==> config.mk <==
export PLATFORM = sky130hd
export DESIGN_NAME = ibex_zkn_aes_sub_unit
export DESIGN_NICKNAME = d
export VERILOG_FILES = /design/src/rtl/ibex_zkn_aes_sub_unit.sv
export SDC_FILE = /design/constraint.sdc
export NUM_CORES = 1
export LEC_CHECK = 0
export CORE_MARGIN = 2
export CORE_UTILIZATION = 30
export CTS_CLUSTER_DIAMETER = 100
export CTS_CLUSTER_SIZE = 12
export DETAILED_ROUTE_END_ITERATION = 10
export DONT_BUFFER_PORTS = 1
export PLACE_DENSITY_LB_ADDON = 0.15
export REMOVE_ABC_BUFFERS = 1
export SLEW_MARGIN = 0
export SYNTH_ARGS = -nofsm -noshare
export SYNTH_HDL_FRONTEND = slang
export SYNTH_SLANG_ARGS = --single-unit
==> constraint.sdc <==
create_clock -name clk_i -period 2.1 [get_ports clk_i]
set_clock_uncertainty 0.15 [all_clocks]
set_input_delay 0.21 -clock clk_i [delete_from_list [all_inputs] [get_ports clk_i]]
set_output_delay 0.21 -clock clk_i [all_outputs]
set_load 0.03 [all_outputs]
==> src/rtl/ibex_zkn_aes_sub_unit.sv <==
// Zkn AES byte-substitution unit: SubWord, aes32esi and aes32esmi around one shared forward S-box.
// Define IBEX_ZKN_AES_B2B_EN to accept a new request in the same cycle as the output handshake.
module ibex_zkn_aes_sub_unit (
    input  logic        clk_i,
    input  logic        rst_i,
    input  logic        in_valid_i,
    output logic        in_ready_o,
    input  logic [1:0]  op_i,
    input  logic [1:0]  bs_i,
    input  logic [31:0] rs1_i,
    input  logic [31:0] rs2_i,
    input  logic        kill_i,
    output logic [7:0]  sbox_x_o,
    input  logic [7:0]  sbox_sx_i,
    output logic        out_valid_o,
    input  logic        out_ready_i,
    output logic [31:0] result_o,
    output logic        illegal_o
);

    typedef enum logic [1:0] {
        IDLE = 2'd0,
        RUN  = 2'd1,
        DONE = 2'd2
    } state_t;

    localparam logic [1:0] OP_SUBWORD = 2'd0;
    localparam logic [1:0] OP_ESMI    = 2'd2;
    localparam logic [1:0] OP_RSVD    = 2'd3;

    state_t      state_reg, state_next;
    logic [1:0]  idx_reg, idx_next;
    logic [1:0]  op_reg, op_next;
    logic [1:0]  bs_reg, bs_next;
    logic [31:0] rs1_reg, rs1_next;
    logic [31:0] rs2_reg, rs2_next;
    logic [31:0] result_reg, result_next;

    logic        is_idle, is_run, is_done;
    logic        handshake;
    logic        accept;
    logic [7:0]  rs2_bytes [4];
    logic [31:0] sub_word;
    logic [7:0]  sx, sx2;
    logic [31:0] mix_word;
    logic [31:0] rot_word;

    assign is_idle   = (state_reg == IDLE);
    assign is_run    = (state_reg == RUN);
    assign is_done   = (state_reg == DONE);
    assign handshake = is_done & out_ready_i;

`ifdef IBEX_ZKN_AES_B2B_EN
    assign in_ready_o = is_idle | handshake;
`else
    assign in_ready_o = is_idle;
`endif

    // The reserved opcode is reported but never enters RUN.
    assign accept    = in_valid_i & in_ready_o & (op_i != OP_RSVD);
    assign illegal_o = in_valid_i & in_ready_o & (op_i == OP_RSVD);

    generate
        for (genvar gi = 0; gi < 4; gi++) begin : g_bytes
            assign rs2_bytes[gi]      = rs2_reg[8*gi +: 8];
            assign sub_word[8*gi +: 8] = (idx_reg == 2'(gi)) ? sbox_sx_i
                                                             : result_reg[8*gi +: 8];
        end
    endgenerate

    assign sbox_x_o = is_run ? rs2_bytes[idx_reg] : 8'h00;

    assign sx       = sbox_sx_i;
    assign sx2      = {sx[6:0], 1'b0} ^ (sx[7] ? 8'h1B : 8'h00);
    assign mix_word = (op_reg == OP_ESMI) ? {sx2 ^ sx, sx, sx, sx2} : {24'h0, sx};

    always_comb begin
        rot_word = mix_word;
        case (bs_reg)
            2'd1:    rot_word = {mix_word[23:0], mix_word[31:24]};
            2'd2:    rot_word = {mix_word[15:0], mix_word[31:16]};
            2'd3:    rot_word = {mix_word[7:0],  mix_word[31:8]};
            default: rot_word = mix_word;
        endcase
    end

    always_comb begin
        state_next  = state_reg;
        idx_next    = idx_reg;
        op_next     = op_reg;
        bs_next     = bs_reg;
        rs1_next    = rs1_reg;
        rs2_next    = rs2_reg;
        result_next = result_reg;

        if (kill_i) begin
            state_next = IDLE;
            idx_next   = 2'd0;
        end else begin
            case (state_reg)
                IDLE, DONE: begin
                    if (handshake) begin
                        state_next = IDLE;
                    end
                    if (accept) begin
                        state_next  = RUN;
                        op_next     = op_i;
                        bs_next     = bs_i;
                        rs1_next    = rs1_i;
                        rs2_next    = rs2_i;
                        result_next = 32'h0;
                        idx_next    = (op_i == OP_SUBWORD) ? 2'd0 : bs_i;
                    end
                end
                RUN: begin
                    if (op_reg == OP_SUBWORD) begin
                        result_next = sub_word;
                        idx_next    = idx_reg + 2'd1;
                        if (idx_reg == 2'd3) begin
                            state_next = DONE;
                        end
                    end else begin
                        result_next = rs1_reg ^ rot_word;
                        idx_next    = 2'd0;
                        state_next  = DONE;
                    end
                end
                default: begin
                    state_next = IDLE;
                    idx_next   = 2'd0;
                end
            endcase
        end
    end

    always_ff @(posedge clk_i) begin
        if (rst_i) begin
            state_reg  <= IDLE;
            idx_reg    <= 2'd0;
            op_reg     <= 2'd0;
            bs_reg     <= 2'd0;
            rs1_reg    <= 32'h0;
            rs2_reg    <= 32'h0;
            result_reg <= 32'h0;
        end else begin
            state_reg  <= state_next;
            idx_reg    <= idx_next;
            op_reg     <= op_next;
            bs_reg     <= bs_next;
            rs1_reg    <= rs1_next;
            rs2_reg    <= rs2_next;
            result_reg <= result_next;
        end
    end

    assign out_valid_o = is_done;
    assign result_o    = result_reg;

endmodule

=== Yosys cells after proc, flatten, opt, wreduce, memory -nomap -nowiden ===
Cells that the tools add are included.

* Flip-flop bits (word level): 104
* Input bits: 81
* Logic and storage cells: 74

* $add $sub $neg: 1
* $lt $le $gt $ge: 1
* Eq/ne operators: 17
* Multiplexer cells: 23
* Bitwise gates (word level): 9
* Reduce and logical (&&, ||, !) cells: 13

{| class="wikitable"
|+ Operator list
! kind !! count
|-
| $mux W32 || 3
|-
| $pmux W32 S3 || 1
|-
| $pmux W32 S2 || 1
|-
| $mux W8 || 7
|-
| $xor A32 B32 Y32 || 1
|-
| $bmux W8 S2 || 1
|-
| $reduce_and A4 Y1 || 4
|-
| $ne A3 B3 Y1 const B || 5
|-
| $eq A2 B2 Y1 const B || 7
|-
| $mux W2 || 7
|-
| $logic_not A2 Y1 || 4
|-
| $pmux W2 S2 || 2
|-
| $xor A8 B5 Y8 || 1
|-
| $xor A8 B8 Y8 || 1
|-
| $eq A2 B1 Y1 const B || 3
|-
| $mux W5 || 1
|-
| $and A1 B1 Y1 || 4
|-
| $ne A2 B2 Y1 const B || 2
|-
| $reduce_or A2 Y1 || 2
|-
| $ge A3 B3 Y1 const B || 1
|-
| $not A2 Y3 || 1
|-
| $reduce_and A3 Y1 || 1
|-
| $add A2 B1 Y2 const B || 1
|-
| $reduce_and A2 Y1 || 1
|-
| other kinds (2) || 2
|}

=== Longest topological paths before layout ===
Gate-level depths: netlist of the first run.

* Depth in word-level cells: 8
* Depth in mapped cells: 8
* Depth with buffers taken out: 7

=== Least setup slack after synthesis of the first run ===
No wires, ideal clock.

* Path kind: register to register
* Start point: reg idx_reg[0]
* End point: reg result_reg[0], in the netlist result_o[0]
* Arrival: 1.918 ns
* Data required time: 1.817 ns
* Path slack: -0.101 ns
* Stages on the path, launching flop included: 9
* Path buffers: 1
* Cell sequence: dfxtp_1 clkbuf_1 inv_1 ha_1 nor3b_2 nor2_1 and3_1 a31oi_1 o41ai_2

* Word-level cells in the longest chain between the ends: 3

{| class="wikitable"
|+ Ends and longest elaborated chain
! item !! line !! RTL
|-
| from (decl) || 32 || <nowiki>logic [1:0] idx_reg, idx_next;</nowiki>
|-
| from (signal assigned) || 147 || <nowiki>idx_reg <= idx_next;</nowiki>
|-
| $logic_not A2 Y1 || 66 || <nowiki>assign sub_word[8*gi +: 8] = (idx_reg == 2'(gi)) ? sbox_sx_i</nowiki>
|-
| $ne A3 B3 Y1 (no line) || n/a ||
|-
| $reduce_and A4 Y1 (no line) || n/a ||
|-
| to (signal assigned) || 152 || <nowiki>result_reg <= result_next;</nowiki>
|-
| to (decl) || 37 || <nowiki>logic [31:0] result_reg, result_next;</nowiki>
|}

Every way passes these cells.
A chain may end at the register's enable or synchronous reset.

=== Worst setup path in the final report of the first run ===
* Start point: reg idx_reg[0]
* End point: out sbox_x_o[6]

* Word-level cells in the longest chain between the ends: 5

{| class="wikitable"
|+ Ends and longest elaborated chain
! item !! line !! RTL
|-
| $not A2 Y3 (implied by the code) || 71 || <nowiki>assign sbox_x_o = is_run ? rs2_bytes[idx_reg] : 8'h00;</nowiki>
|-
| $bmux W8 S2 || 71 ||
|-
| $mux W8 (implied by the code) (2 in a row) || 71 ||
|-
| $mux W8 || 71 ||
|-
| to (decl) || 13 || <nowiki>output logic [7:0] sbox_x_o,</nowiki>
|}

Every way passes these cells. The select of a mux whose other input is x is not followed.

==> results.cfg, run 1 <==
[global_routing]
global_route_wire_length_before_repair_um = 34000
grt_overflow_total = 0
grt_util_overall = 0.196
grt_pass1_vias = 5918
grt_start_max_net_pins = 108
antenna_found_initial = 0

[logic_synthesis]
post_synth.cell_area_avg_um2 = 7.70
fraction_of_post_synthesis_cell_area_in_the_top_cell_type_by_area = 0.328
synth-edff-count = 0
post_synthesis_share_of_cell_area_spent_on_full_adders_half_adders_and_majority_gates = 0.00789
synthCells = 823
ys_async_sr_fraction = 0
post_synth_num_cell_types = 79
synth_sequential_area_ratio = 0.328
ys_seq_elements = 104
synth-warning-count = 0
dominant_combinational_cell_family_by_area_after_synthesis = compound AO/OA/AOI/OAI gates
ys_flop_type = dfxtp_1
synthTopCellsByArea = dfxtp_1 33%, nand2_1 11%, a21oi_1 11%, xor2_1 3.3%, mux4_2 2.8%
synth_xor_area_frac = 0.0691
yosys-mux-area-fraction = 0.0336
post_synth_and_or_nand_nor_area_fraction = 0.217
synth_largest_area_cell = dfxtp_1
synth.cell_area_mm2 = 0.00634
synth_compound_area_frac = 0.280

[critical_path]
timing_worst_setup_path_type = register to output port
worst-r2r-cell-count = 7
cp_max_fo = 4
crit_arrival_ns = 1.72
reg2reg_from = idx_reg[0]$_SDFFE_PP0N_
cp_data_required_time_ns = 1.74
setup_slack_on_the_worst_flop_to_flop_path_ns = 0.05
critical_path.reg2reg.endpoint = state_reg[0]$_SDFFE_PP0P_
critical_path_end_type = output port
startpoint_type = register

[status]
violations = negative hold slack
run_status = complete, but fails checks

[drt]
finalWirelength_um = 21400
drc_errors = 0
dr.first_iter.drc_count = 365
routed-via-count = 5929
postRouteAntennaNets = 0
drtPass1Iterations = 7
avgViaCountPerCell = 5.36
post_drt_wl_per_cell_um = 19.3

[die]
fp.dieW_um = 149
dieArea_mm2 = 0.0223
core.rowCount = 53
initial_core_util = 0.304
placeableCoreArea_mm2 = 0.0209
io_pins = 124
die_h_um = 149

[placed_design]
port_buffers = 0
place.detailed.hpwl_um = 15300
gpl.final_weighted_congestion = 0.850

[timing]
grt_setup_unrepaired = yes
post-route-period-util = 0.990
hold-worst-slack_ns = -0.248
worst_slew_margin_rel = 0.670
final_hold_viol_count = 102
finalCriticalPeriod_ns = 2.08
setup_violations = 0
maximum_achievable_frequency_ghz = 0.481
tightest_slew_ns = 0.490
final.setup.tns_ns = 0
number_of_slew_limit_violations_in_the_final_report = 0

[final_layout]
finalNetCount = 912
commonest_non_fill_non_tap_cells_in_the_layout = 185 x nand2_1, 137 x a21oi_1, 101 x dfxtp_1
n_antenna_cell = 0
areaGrowthSynthToFinish_pct = 14.9
mostFrequentLayoutCell = nand2_1
final_layout_size_suffix_gt1_frac = 0.150

[clocking]
number_of_hold_repair_buffers_added_at_the_cts_stage = 3
tritoncts = yes
h-tree-depth = 3
clock_sink_count = 104
tritoncts_buffer_count = 9
clock-root-buffer = clkbuf_16
clk_transition_reported_paths_ns = 0.08
cts_max_path_buffers = 2
worstSkewPairLatency_ns = 0.37

[min_path]
min_path_type = input pin to register
hold_path_depth = 1
hold_path_end = rs2_reg[28]$_SDFFE_PP0P_
worstHoldStart = rst_i

[power]
ir_worst_vdd_uv = 352
static-leakage-power_nw = 2.49
post-layout-total-power_mw = 4.57
power-per-cell-area_mw_per_mm2 = 628

[flow_run]
maxCapViolCount = 0
[metal layers]
layer | share of wire | vias to the layer above | wire length, µm | global-route usage
met1 | 0.45 | 2804 | 9540 | 0.259
met2 | 0.46 | 174 | 9900 | 0.312
li1 | - | 2928 | - | -
met4 | 0.021 | 0 | 441 | 0.0576
met5 | 0 | - | 0 | 0
met3 | 0.069 | 23 | 1470 | 0.0520
[stage by stage]
stage               std cells  setup WS (ns)   util  hold WS, ns  cell area (µm²)
floorplan                 749          -1.64      -        0.126             5970
finish                   1107         0.0204  0.349       -0.248             7280
global route             1107        -0.0432  0.349       -0.259             7280
detailed placement       1086         0.0575  0.329        0.139             6880
global placement         1086          0.117  0.329        0.138             6880
CTS                      1107        0.00370  0.347       -0.256             7240
[power breakdown]
| group | total (mW) | leakage, nW | internal, mW | switching [mW] |
|---|---|---|---|---|
| clock network | 1.71 | 0.142 | 0.839 | 0.874 |
| registers | 2.10 | 0.846 | 2.04 | 0.0675 |
| logic | 0.757 | 1.50 | 0.315 | 0.442 |
[critical path: stages, from the launching register on]
cell,delay (ns)
dfxtp_4,0.38
buf_6,0.14
mux4_2,0.49
and2_1,0.18
buf_4,0.16
[synthesized netlist by cell type (all sizes together) (3+ instances only)]
cell type / instances
nand2: 187
a21oi: 137
dfxtp: 104
buf: 37
clkbuf: 37
nor2: 35
o21ai: 26
xor2: 26
xnor2: 18
a22oi: 16
o211ai: 14
nand2b: 13
a211oi: 12
and2: 12
nor3: 11
a32oi: 10
inv: 9
a31oi: 8
mux4: 8
nand3: 8
nor2b: 8
a221oi: 7
and3: 7
nor4: 6
o21a: 6
o22ai: 6
o41ai: 6
a211o: 4
ha: 4
or3: 4
a2111oi: 3
a21boi: 3
o2bb2ai: 3
o31ai: 3
[kinds of logic (layout without fill, tap and decap cells)]
| logic type | Yosys count | in the layout |
|---|---|---|
| multiplexers | 11 | 11 |
| AND/OR/NAND/NOR | 301 | 301 |
| buffers and inverters | 83 | 92 |
| XOR/XNOR | 44 | 44 |
| flip-flops | 104 | 104 |
| adder cells (fa/ha/maj) | 4 | 4 |
| AO/OA/AOI/OAI | 276 | 276 |
[timing repair]
action                                  CTS  global route
gates cloned                              1             0
resized for setup                        10            11
buffers inserted                          1             0
endpoints found under the setup margin    8            21
endpoints found under the hold margin   104           102
pin swaps                                 0             0
[final cells by class]
class / instances / area (µm²)
Clock buffer: 10 / 229
Clock inverter: 6 / 62.6
Fill cell: 2281 / 13600
Inverter: 9 / 33.8
Multi-Input combinational cell: 636 / 3890
Sequential cell: 104 / 2090
Tap cell: 275 / 344
Timing Repair Buffer: 67 / 632
[worst max path at each step]
stage / start / to / depth (start not counted)
after global routing: idx_reg[0]$_SDFFE_PP0N_ / state_reg[0]$_SDFFE_PP0P_ / 7
after CTS: idx_reg[0]$_SDFFE_PP0N_ / sbox_x_o[0] / 4
after global placement: op_reg[1]$_SDFFE_PP0P_ / result_o[2]$_SDFFE_PP0P_ / 7
final: idx_reg[0]$_SDFFE_PP0N_ / sbox_x_o[6] / 4
after detailed placement: op_reg[1]$_SDFFE_PP0P_ / result_o[2]$_SDFFE_PP0P_ / 7
after floorplan: state_reg[0]$_SDFFE_PP0P_ / bs_reg[0]$_SDFFE_PP0P_ / 3
(Power assumes the default switching activity.)
==> run 2: changes to the inputs <==
- CTS_BUF_LIST: not set -> sky130_fd_sc_hd__clkbuf_4 sky130_fd_sc_hd__clkbuf_8
- SLEW_MARGIN: 0 -> 20
==> results.cfg, run 2 (same netlist as run 1, synthesis figures left out) <==
[die]
dieArea_mm2 = 0.0223
placeableCoreArea_mm2 = 0.0209
core.rowCount = 53
io_pins = 124
fp.dieW_um = 149
initial_core_util = 0.304
die_h_um = 149

[min_path]
min_path_type = input pin to register
worstHoldStart = rst_i
hold_path_depth = 1
hold_path_end = rs2_reg[28]$_SDFFE_PP0P_

[global_routing]
grt_util_met2 = 0.314
antenna_found_initial = 0
grt_start_max_net_pins = 108
grt_util_overall = 0.196
top_usage_layer = met2
grt_overflow_total = 0
use_met3 = 0.0529
global_route_wire_length_before_repair_um = 34000
grt_pass1_vias = 5903
globalRouteMet1Util = 0.257

[critical_path]
timing_worst_setup_path_type = register to output port
worstSetupStartpoint = idx_reg[0]$_SDFFE_PP0N_
reg2reg_from = bs_reg[0]$_SDFFE_PP0P_
crit_arrival_ns = 1.73
critical-path-max-stage-delay_ns = 0.49
startpoint_type = register
cp_data_required_time_ns = 1.74
setup_slack_on_the_worst_flop_to_flop_path_ns = 0.13
critical_path.cell_chain = buf_8 > mux4_2 > and2_4 > buf_6
critical_path.reg2reg.endpoint = result_o[29]$_SDFFE_PP0P_
cp_max_fo = 5
cpLargestDelayFamily = multiplexers
critical_path_end_type = output port
worst-r2r-cell-count = 7
crit_path_top_delay_cell = mux4_2
critPathBufInv = 2

[final_layout]
multi_input_area_mm2 = 0.00390
layout.core_utilization = 0.345
finalNetCount = 912
n_antenna_cell = 0
regArea_mm2 = 0.00209
areaGrowthSynthToFinish_pct = 13.6
commonest_non_fill_non_tap_cells_in_the_layout = 185 x nand2_1, 137 x a21oi_1, 101 x dfxtp_1
final_layout_size_suffix_gt1_frac = 0.159
layout.filler_cells = 2293
mostFrequentLayoutCell = nand2_1

[drt]
finalWirelength_um = 21400
dr.first_iter.drc_count = 337
avgViaCountPerCell = 5.35
routed-via-count = 5922
post_drt_wl_per_cell_um = 19.3
drtPass1Iterations = 5
postRouteAntennaNets = 0
drc_errors = 0

[clocking]
worstSkewPairLatency_ns = 0.41
clock-root-buffer = clkbuf_8
clock_sink_count = 104
clk_transition_reported_paths_ns = 0.12
tritoncts_buffer_count = 9
cts_max_path_buffers = 2
number_of_hold_repair_buffers_added_at_the_cts_stage = 3
tritoncts = yes
h-tree-depth = 3

[timing]
finalCriticalPeriod_ns = 2.09
maximum_achievable_frequency_ghz = 0.478
hold-worst-slack_ns = -0.298
final_hold_viol_count = 103
number_of_slew_limit_violations_in_the_final_report = 0
worst_slack_ns = 0.00697
grt_setup_unrepaired = yes
setup_violations = 0
tightest_slew_ns = 0.517
post-route-period-util = 0.997
worst_slew_margin_rel = 0.652

[status]
violations = negative hold slack
run_status = complete, but fails checks

[power]
power-per-cell-area_mw_per_mm2 = 578
ir_worst_vdd_uv = 259
post-layout-total-power_mw = 4.16
static-leakage-power_nw = 2.45

[flow_run]
maxCapViolCount = 0

[placed_design]
port_buffers = 0
detailedPlace.worstSlack_ns = 0.0575
gpl.final_weighted_congestion = 0.850
place.detailed.hpwl_um = 15300
run 2: area by class of cell:
class / instances / area share
well taps: 275 / 0.0478
flip-flops and latches: 104 / 0.290
multi-input cells: 636 / 0.542
clock buffers: 10 / 0.0182
clock inverters: 6 / 0.00869
inverters: 9 / 0.00469
repair buffers: 67 / 0.0890
run 2: how the worst max path moves through the flow:
stage / cells after the start / to
5_1_grt: 4 / sbox_x_o[1]
3_5_place_dp: 7 / result_o[2]$_SDFFE_PP0P_
3_3_place_gp: 7 / result_o[2]$_SDFFE_PP0P_
4_1_cts: 4 / sbox_x_o[5]
2_1_floorplan: 3 / bs_reg[0]$_SDFFE_PP0P_
6_report: 4 / sbox_x_o[5]
run 2: repair_timing:
item,CTS,global route
setup endpoints to repair,8,24
buffers inserted,2,0
pin swaps,8,1
endpoints found under the hold margin,104,103
gates resized for setup,23,6
cloned,1,0
run 2: metal layers:
metal,part of all wire,vias up
met2,0.46,186
li1,-,2927
met5,0,-
met3,0.071,26
met4,0.020,0
met1,0.44,2783
run 2: per-stage QoR:
| step | area (µm²) | cells | hold WS, ns | TNS, ns |
|---|---|---|---|---|
| 2_1_floorplan | 5970 | 749 | 0.126 | -118.19 |
| 3_3_place_gp | 6880 | 1086 | 0.138 | 0 |
| 3_5_place_dp | 6880 | 1086 | 0.139 | 0 |
| 4_1_cts | 7190 | 1108 | -0.321 | -0.108 |
| 5_1_grt | 7200 | 1107 | -0.327 | -0.273 |
| 6_report | 7200 | 1107 | -0.298 | 0 |
run 2: where the power goes:
group	total, mW	switching, mW	leakage [nW]	internal [mW]
Clock	1.30	0.824	0.0996	0.477
Sequential	2.11	0.0678	0.846	2.04
Combinational	0.756	0.442	1.51	0.314
Total	4.16	1.33	2.45	2.83
==> run 3: changes to the inputs <==
- ABC_AREA: not set -> 1
==> results.cfg, run 3 <==
[status]
run_status = completed

[clocking]
clock-root-buffer = clkbuf_8
clk_transition_reported_paths_ns = 0.10
h-tree-depth = 3
clock_sink_count = 104
tritoncts = yes
cts_max_path_buffers = 2
worstSkewPairLatency_ns = 0.40
tritoncts_buffer_count = 9

[drt]
finalWirelength_um = 20000
dr.first_iter.drc_count = 430
post_drt_wl_per_cell_um = 15.6
avgViaCountPerCell = 4.83
postRouteAntennaNets = 0
drtPass1Iterations = 5
drc_errors = 0
routed-via-count = 6184

[critical_path]
startpoint_type = register
timing_worst_setup_path_type = register to output port
crit_arrival_ns = 1.65
setup_slack_on_the_worst_flop_to_flop_path_ns = 0.15
cp_data_required_time_ns = 1.74
critical_path_end_type = output port
critical_path.reg2reg.endpoint = result_o[16]$_SDFFE_PP0P_
reg2reg_from = idx_reg[0]$_SDFFE_PP0N_
worst-r2r-cell-count = 9
cp_max_fo = 13

[final_layout]
final_layout_size_suffix_gt1_frac = 0.104
layout.core_utilization = 0.393
n_antenna_cell = 0
mostFrequentLayoutCell = nand2_1
layout.filler_cells = 2053
commonest_non_fill_non_tap_cells_in_the_layout = 204 x nand2_1, 140 x a21oi_1, 113 x o21ai_0
finalNetCount = 1101
areaGrowthSynthToFinish_pct = 28.0
layout.cell_area.non_filler_mm2 = 0.00740
post_layout_nonfiller_instances = 1281

[placed_design]
place.detailed.hpwl_um = 14500
dp_cells = 1188
detailedPlace.worstSlack_ns = 0.0463
placedInstanceArea_mm2 = 0.00641
gpl.final_weighted_congestion = 0.885
port_buffers = 0

[die]
io_pins = 124
die_h_um = 143
placeableCoreArea_mm2 = 0.0188
dieArea_mm2 = 0.0204
initial_core_util = 0.307
core.rowCount = 50
fp.dieW_um = 143

[timing]
worst_slew_margin_rel = 0.596
tightest_slew_ns = 0.604
grt_setup_unrepaired = yes
number_of_slew_limit_violations_in_the_final_report = 0
post-route-period-util = 0.957
hold-worst-slack_ns = 0.0392
setup_violations = 0
maximum_achievable_frequency_ghz = 0.497
final_hold_viol_count = 0
finalCriticalPeriod_ns = 2.01
worst_slack_ns = 0.0894

[min_path]
min_path_type = input pin to register
worstHoldStart = sbox_sx_i[2]
hold_path_depth = 4
hold_path_end = result_o[2]$_SDFFE_PP0P_

[logic_synthesis]
fraction_of_post_synthesis_cell_area_in_the_top_cell_type_by_area = 0.360
ys_async_sr_fraction = 0
synth.cell_area_mm2 = 0.00578
post_synth_num_cell_types = 30
post-synth-top-count-cell = nand2_1
synth_largest_area_cell = dfxtp_1
synth.cells.most_frequent = 205 x nand2_1, 141 x a21oi_1, 114 x o21ai_0, 107 x inv_1, 104 x dfxtp_1
synth_sequential_area_ratio = 0.360
ys_seq_elements = 104
synth-warning-count = 0
post_synth.cell_area_avg_um2 = 6.31
synthCells = 916
ys_flop_type = dfxtp_1
synth-edff-count = 0
synthTopCellsByArea = dfxtp_1 36%, nand2_1 13%, a21oi_1 12%, o21ai_0 9.9%, inv_1 6.9%

[global_routing]
grt_pass1_vias = 5665
global_route_wire_length_before_repair_um = 30800
grt_start_max_net_pins = 85
grt_util_overall = 0.194
grt_overflow_total = 0
antenna_found_initial = 0

[power]
ir_worst_vdd_uv = 377
power-per-cell-area_mw_per_mm2 = 613
static-leakage-power_nw = 2.89

[flow_run]
maxCapViolCount = 0
## run 3: cell types whose count changed after synthesis, sizes merged, moves of 13 or more
cell / delta
nand3: +70
xnor2: -18
nor2: +25
buf: -19
a22oi: -16
nand2b: -13
nand2: +21
o21ai: +96
inv: +102
xor2: -23
## run 3: area by class of cell
cell class / count / area [µm²] / area share
sequential: 104 / 2090 / 0.283
timing repair buffer: 136 / 1290 / 0.174
multi-input combinational: 651 / 3080 / 0.416
clock inverter: 6 / 51.3 / 0.00693
clock buffer: 10 / 138 / 0.0186
inverter: 114 / 432 / 0.0583
tap: 260 / 325 / 0.0439
## run 3: metal layers
| layer | vias up | global-route usage | share of wire |
|---|---|---|---|
| li1 | 3228 | - | - |
| met1 | 2757 | 0.247 | 0.46 |
| met2 | 181 | 0.325 | 0.47 |
| met3 | 18 | 0.0506 | 0.062 |
| met4 | 0 | 0.0558 | 0.013 |
| met5 | - | 0 | 0 |
## run 3: repair_timing
action | CTS | global route
gates resized for setup | 5 | 10
cloned | 0 | 0
hold buffers | 74 | 0
endpoints found under the setup margin | 8 | 17
pin swaps | 1 | 1
setup buffers | 0 | 3
endpoints found under the hold margin | 102 | 0
## run 3: worst max-delay path, stage by stage (launching register included)
cell and delay [ns]:
dfxtp_2 0.39, inv_1 0.12, nor2_4 0.12, inv_2 0.04, buf_4 0.19, a21oi_1 0.19, buf_4 0.19
## run 3: power breakdown
group	total, mW	internal [mW]	leakage [nW]	switching [mW]
clock network	1.27	0.484	0.0992	0.791
registers	2.15	2.08	0.852	0.0746
logic	1.11	0.439	1.94	0.674
## run 3: logic make-up (layout without fill, tap and decap cells)
logic type | count (synthesis) | in the layout | share of synthesized area
adders and majority gates | 4 | 4 | 0.00865
buffers and inverters | 161 | 266 | 0.110
DFF | 104 | 104 | 0.360
xor gates and xnor gates | 3 | 3 | 0.00454
AOI/OAI and AO/OA | 282 | 282 | 0.254
and+or+nand+nor | 362 | 362 | 0.263
## run 3: how the worst max path moves through the flow
stage	startpoint	cells past startpoint	endpoint	slack, ns
finish	state_reg[0]$_SDFFE_PP0P_	6	sbox_x_o[6]	0.09
global route	idx_reg[0]$_SDFFE_PP0N_	6	sbox_x_o[6]	-0.02
CTS	idx_reg[0]$_SDFFE_PP0N_	6	sbox_x_o[2]	0.006
detailed placement	state_reg[0]$_SDFFE_PP0P_	10	result_o[25]$_SDFFE_PP0P_	0.05
global placement	state_reg[0]$_SDFFE_PP0P_	10	result_o[25]$_SDFFE_PP0P_	0.07
floorplan	state_reg[1]$_SDFFE_PP0P_	4	bs_reg[0]$_SDFFE_PP0P_	-2.29
## run 3: per-stage QoR
| stage | total power, mW | TNS, ns |
|---|---|---|
| after global routing | 4.80 | -0.0454 |
| after global placement | 3.17 | 0 |
| after CTS | 4.58 | 0 |
| after floorplan | 2.82 | -159.15 |
| after detailed placement | 3.17 | 0 |
| final | 4.54 | 0 |
